### src/rtl/hazard_pkg.sv
// Shared types and constants for the pipeline hazard stall/flush controller.
package hazard_pkg;

  localparam int unsigned REG_W = 5;
  localparam logic [REG_W-1:0] REG_ZERO = 5'd0;

  typedef enum logic [1:0] {
    RUN      = 2'd0,
    HOLD     = 2'd1,
    MEM_WAIT = 2'd2
  } state_t;

  // True when a non-$0 destination matches either source operand.
  function automatic logic reg_hit(input logic [REG_W-1:0] rd,
                                   input logic [REG_W-1:0] src_a,
                                   input logic [REG_W-1:0] src_b);
    return (rd != REG_ZERO) && ((rd == src_a) || (rd == src_b));
  endfunction

endpackage

### src/rtl/hazard_stall_ctrl_watchdog.sv
// Memory-wait watchdog: saturating wait-cycle counter and sticky timeout flag.
module hazard_watchdog #(
  parameter int unsigned MEM_TIMEOUT = 255,
  parameter int unsigned TO_W        = 8
) (
  input  logic clk,
  input  logic rst_n,
  input  logic count_en,
  input  logic clear,
  output logic timeout
);

  logic [TO_W-1:0] count;
  logic            at_limit;
  logic            hit_limit;

  assign at_limit  = (count == TO_W'(MEM_TIMEOUT));
  assign hit_limit = count_en && (count == TO_W'(MEM_TIMEOUT - 1));

  // Counter stops at MEM_TIMEOUT; the flag sets on the edge the counter gets there.
  always_ff @(posedge clk or negedge rst_n) begin
    if (!rst_n) begin
      count   <= '0;
      timeout <= 1'b0;
    end else begin
      if (clear)
        count <= '0;
      else if (count_en && !at_limit)
        count <= count + TO_W'(1);
      if (hit_limit)
        timeout <= 1'b1;
    end
  end

endmodule

### src/rtl/hazard_stall_ctrl.sv
// Stall/flush controller for the 5-stage pipeline: load-use, ID-branch operand,
// taken-branch squash and data-memory wait. Optional perf counter: HAZARD_PERF_CNT_EN.
module hazard_stall_ctrl
  import hazard_pkg::*;
#(
  parameter int unsigned MEM_TIMEOUT = 255,
  parameter int unsigned TO_W        = 8
`ifdef HAZARD_PERF_CNT_EN
  ,
  parameter int unsigned PERF_W      = 32
`endif
) (
  input  logic             clk,
  input  logic             rst_n,
  input  logic [REG_W-1:0] IFID_Rs,
  input  logic [REG_W-1:0] IFID_Rt,
  input  logic             IFID_UsesRt,
  input  logic             ID_Branch,
  input  logic [REG_W-1:0] IDEX_Rd,
  input  logic             IDEX_RegWrite,
  input  logic             IDEX_MemRead,
  input  logic [REG_W-1:0] EXMEM_Rd,
  input  logic             EXMEM_MemRead,
  input  logic             BranchTaken,
  input  logic             dmem_req,
  input  logic             dmem_ready,
  output logic             PCWrite,
  output logic             IFIDWrite,
  output logic             IDEX_Bubble,
  output logic             IFID_Flush,
  output logic             PipeFreeze,
  output logic             MemTimeout
`ifdef HAZARD_PERF_CNT_EN
  ,
  output logic [PERF_W-1:0] StallCount
`endif
);

  state_t state, state_nxt;
  logic   lu, br_ex, br_mem, mem_stall;
  logic   wd_count, wd_clear;

  assign lu = IDEX_MemRead && (IDEX_Rd != REG_ZERO) &&
              ((IDEX_Rd == IFID_Rs) || (IFID_UsesRt && (IDEX_Rd == IFID_Rt)));
  assign br_ex     = ID_Branch && IDEX_RegWrite && reg_hit(IDEX_Rd, IFID_Rs, IFID_Rt);
  assign br_mem    = ID_Branch && EXMEM_MemRead && reg_hit(EXMEM_Rd, IFID_Rs, IFID_Rt);
  assign mem_stall = dmem_req && !dmem_ready;

  always_ff @(posedge clk or negedge rst_n) begin
    if (!rst_n) state <= RUN;
    else        state <= state_nxt;
  end

  // Next state and pipeline controls; held at defaults while reset is asserted.
  always_comb begin
    state_nxt   = state;
    PCWrite     = 1'b1;
    IFIDWrite   = 1'b1;
    IDEX_Bubble = 1'b0;
    IFID_Flush  = 1'b0;
    PipeFreeze  = 1'b0;
    wd_count    = 1'b0;
    wd_clear    = 1'b0;
    if (rst_n) begin
      case (state)
        RUN: begin
          if (mem_stall) begin
            PipeFreeze = 1'b1;
            PCWrite    = 1'b0;
            IFIDWrite  = 1'b0;
            wd_count   = 1'b1;
            state_nxt  = MEM_WAIT;
          end else if (BranchTaken) begin
            IFID_Flush  = 1'b1;
            IDEX_Bubble = 1'b1;
          end else if (br_ex && IDEX_MemRead) begin
            PCWrite     = 1'b0;
            IFIDWrite   = 1'b0;
            IDEX_Bubble = 1'b1;
            state_nxt   = HOLD;
          end else if (lu || br_ex || br_mem) begin
            PCWrite     = 1'b0;
            IFIDWrite   = 1'b0;
            IDEX_Bubble = 1'b1;
          end
        end
        HOLD: begin
          PCWrite   = 1'b0;
          IFIDWrite = 1'b0;
          if (mem_stall) begin
            PipeFreeze = 1'b1;
            wd_count   = 1'b1;
            state_nxt  = MEM_WAIT;
          end else begin
            IDEX_Bubble = 1'b1;
            state_nxt   = RUN;
          end
        end
        MEM_WAIT: begin
          // Hazard inputs are frozen here and get re-evaluated back in RUN.
          if (!dmem_ready) begin
            PipeFreeze = 1'b1;
            PCWrite    = 1'b0;
            IFIDWrite  = 1'b0;
            wd_count   = 1'b1;
          end else begin
            wd_clear  = 1'b1;
            state_nxt = RUN;
          end
        end
        default: state_nxt = RUN;
      endcase
    end
  end

  hazard_watchdog #(
    .MEM_TIMEOUT (MEM_TIMEOUT),
    .TO_W        (TO_W)
  ) u_watchdog (
    .clk      (clk),
    .rst_n    (rst_n),
    .count_en (wd_count),
    .clear    (wd_clear),
    .timeout  (MemTimeout)
  );

`ifdef HAZARD_PERF_CNT_EN
  // Counts every cycle the PC is held (stall or freeze); wraps naturally.
  always_ff @(posedge clk or negedge rst_n) begin
    if (!rst_n)
      StallCount <= '0;
    else if (!PCWrite)
      StallCount <= StallCount + PERF_W'(1);
  end
`endif

endmodule

### config.mk
export PLATFORM = sky130hd
export DESIGN_NAME = hazard_stall_ctrl
export DESIGN_NICKNAME = d
export VERILOG_FILES = /design/src/rtl/hazard_pkg.sv /design/src/rtl/hazard_stall_ctrl_watchdog.sv /design/src/rtl/hazard_stall_ctrl.sv
export SDC_FILE = /design/constraint.sdc
export NUM_CORES = 1
export LEC_CHECK = 0
export ABC_AREA = 1
export ABC_CLOCK_PERIOD_IN_PS = 3700
export CORE_MARGIN = 4
export CORE_UTILIZATION = 50
export CTS_CLUSTER_SIZE = 24
export DETAILED_ROUTE_END_ITERATION = 16
export PLACE_DENSITY_LB_ADDON = 0.08
export REMOVE_ABC_BUFFERS = 1
export SKIP_CTS_REPAIR_TIMING = 1
export SYNTH_ARGS = -nofsm -noshare
export SYNTH_HDL_FRONTEND = slang
export SYNTH_HIERARCHICAL = 1
export SYNTH_SLANG_ARGS = --single-unit
### constraint.sdc
create_clock -name clk -period 3.7 [get_ports clk]
set_clock_uncertainty 0.1 [all_clocks]
set_input_delay 0.74 -clock clk [delete_from_list [all_inputs] [get_ports clk]]
set_output_delay 0.74 -clock clk [all_outputs]
set_load 0.02 [all_outputs]
==> impl_results.md <==
* Via Count at 1363
* Min-delay worst type: reg -> reg
* Worst R2R End: u_watchdog/count[0]
* Antenna violations before repair at 0
* CTS Buffer Depth at 2
* Fmax at about 0.28 GHz
* Flop pwr share at between 30% and 40%
* WP data arrival at ~2.7 ns
* Max transition margin at 80.70%
* Sw frac at roughly 44%
* ANT nets after route at 0
* GRT Residual Overflow at 0
* Cells after Synth at approximately 210
* Netlist Area Pre-Place at 1171 um^2
* Pint at about 0.33 mW
* Most Crowded Layer GR: met2
* RSZ-0062 raised after global routing: false
* TritonCTS clock tree: yes
* Most common cell on crit path: nand2_1
* Share of layout cells above drive strength 1 at between 7 and 8%
* Reg2reg path depth at 8
* Largest net degree at the start of global routing at 10
* WS Path Type: in -> out
* Avg Cell Area, Syn at about 5.7 um^2
* Final Setup Violations at 0
* Pre-CTS WS at 0.1874 ns
* Crit-path max cell delay at between 0.6 and 0.7 ns
* First-pass GRT wire length at ~5500 um
* Power share of the clock group at about 14%
* Die X at roughly 56 um
* # rows at 17
* Leak at 0.8677 nW
* GP Congestion at ~0.92
* Hold Path Depth at 1
* Dpl cell area at 1572 um^2
* Final nets at 281
* H-tree levels at 1
* I/O pin total at 36
* Layout Area Growth over Synthesis at 36.43%
* Worst-margin pin slew at slightly below 0.3 ns
* Setup TNS Final at 0 ns
* Clock latency on the worst-skew pair at ~0.27 ns
* Max Slew Vio Count at 0
* Worst EP required at 2.86 ns
* Max VDD drop at approximately 0.00033 V
* Drt via density at slightly below 5
* Clk pin slew, worst setup/hold paths at around 0.07 ns
* Hold path start: u_watchdog/timeout
* Seq cells post-synth at 11
* Critical path fanouts, max at 3
* Period utilisation layout at ~95%
* Min Clock Period, post-route at 3.527 ns
* P per Cell Area at 375.0 nW/um^2
* Wirelength, routed at 3174 um
* WL per Instance at approximately 12 um
* DRC at 0
* IO Port Bufs at 35
* Combinational power share at between 50% and 60%
* Status: completed
* P_sw at 0.2654 mW
* FF-to-FF setup slack at 1.94 ns
* Crit-path slowest cell: clkdlybuf4s50_1
* GR Util All Layers at between 20% and 30%
* CP Capture Type: output port
* Die area at approximately 3200 um^2
* GRT met2 Usage at 38.40%
* Cell breakdown of the critical path: clkdlybuf4s50_1, inv_1, nand2_1, nand2_1, nor2_1, nand3_1, nand2_2, nand3_1, nand4_1, nand2_1, inv_1, clkdlybuf4s50_1
* Hold endpoint: u_watchdog/timeout
* Yosys cell types at 24
* GR Util met3 at 5.747%
* Vias in the first global route at ~1300
* # Max-Cap Violations at 0
* CP Launch Type: input pin
* CTS root buffer: clkbuf_4
* Reg2reg start: state[0]
* Synth Warn # at 6
* Global-route met1 utilization at 25.91%
* Final Cell Area at 1598 um^2
* Sink Count at 11
* Initial Util at around 53%
* 1st-pass router iterations at 4
* Antenna diode count at 0
* Die Span Y at 56.40 um
* Setup ws final at 0.1732 ns
* CORE AREA at around 2200 um^2
* Total CTS buffers at 3
* Final HPWL from detailed placement at approximately 2600 um
* Seq/Total Area, Yosys at about a quarter
* Initial drt markers at 71
* Final hold vios at 0
how the worst max path moves through the flow:
stage / startpoint / end / depth (start not counted)
3_3_place_gp: IDEX_Rd[0] / IDEX_Bubble / 12
2_1_floorplan: IDEX_Rd[2] / IFIDWrite / 7
5_1_grt: IDEX_Rd[0] / IDEX_Bubble / 12
4_1_cts: IDEX_Rd[0] / IDEX_Bubble / 12
3_5_place_dp: IDEX_Rd[0] / IDEX_Bubble / 12
6_report: IDEX_Rd[0] / IDEX_Bubble / 12
cell usage in the layout, fill, tap and decap left out, types with 2 or more instances in the layout:
cell              n
a21oi_1           2
xnor2_1           4
inv_1            34
nor2_1           26
o21ai_1           3
inv_2             2
clkbuf_4          3
xor2_1            5
ha_1              2
nand2_1          75
buf_4             3
nand2_2           5
clkdlybuf4s50_1  35
o21ai_0           4
dfrtp_1          11
clkinv_1          2
nand4_1           6
nand3_1          15
nor3_1            3
registers in the layout (all words and copies together) (netlist names):
| register | flops |
|---|---|
| u_watchdog/count | 8 |
| state | 2 |
| u_watchdog/timeout | 1 |
power by group through the flow:
stage / logic [mW] / clock network (mW) / registers [mW]
after floorplan: 0.195 / 0 / 0.202
after global placement: 0.285 / 0 / 0.211
after detailed placement: 0.298 / 0 / 0.215
after CTS: 0.300 / 0.0878 / 0.213
after global routing: 0.346 / 0.0982 / 0.221
final: 0.300 / 0.0860 / 0.213
cells in the mapped netlist, drive strengths merged:
library cell	instances	area, um^2
nand2	81	324.1
inv	36	135.1
nor2	28	115.1
nand3	16	85.08
dfrtp	11	275.3
o21ai	7	35.03
nand4	6	37.54
xor2	5	43.79
xnor2	4	35.03
clkinv	3	12.51
nor3	3	15.01
a21oi	2	10.01
ha	2	25.02
a31o	1	8.760
buf	1	7.510
nor4	1	6.260
critical path, delay by kind of cell:
| family | cells | cell delay, ns |
|---|---|---|
| simple gates | 8 | 0.69 |
| buf+inv | 4 | 1.25 |
layout make-up:
cell class,instances,area (um^2)
multi-input combinational,156,740.7
fill,197,614.3
timing repair buffer,38,372.9
sequential,11,275.3
inverter,39,147.6
tap,28,35.03
clock buffer,4,26.28
kinds of logic (layout without fill, tap and decap cells):
family | after synthesis | in the layout | share of synthesized area (%)
AND/OR/NAND/NOR | 135 | 135 | 49.79
AO/OA/AOI/OAI | 10 | 10 | 4.594
buffers and inverters | 40 | 81 | 13.25
flip-flops | 11 | 11 | 23.50
XOR/XNOR | 9 | 9 | 6.730
adder cells (fa/ha/maj) | 2 | 2 | 2.136
layer usage:
layer  up-vias  share of wire, %
met5         -                 0
met4         0               1.1
met3         6               8.4
met2        52                48
met1       588                43
li1        717                 -
per-stage QoR:
step	power (mW)	cells	hold slack, ns	util, %
4_1_cts	0.6003	276	0.3975	72.23
5_1_grt	0.6656	276	0.4178	72.23
2_1_floorplan	0.3972	206	0.3444	-
3_3_place_gp	0.4962	272	0.3600	71.04
6_report	0.5991	276	0.3843	72.23
3_5_place_dp	0.5129	272	0.3812	71.04
Note: power is estimated with default switching activity, not from simulation.
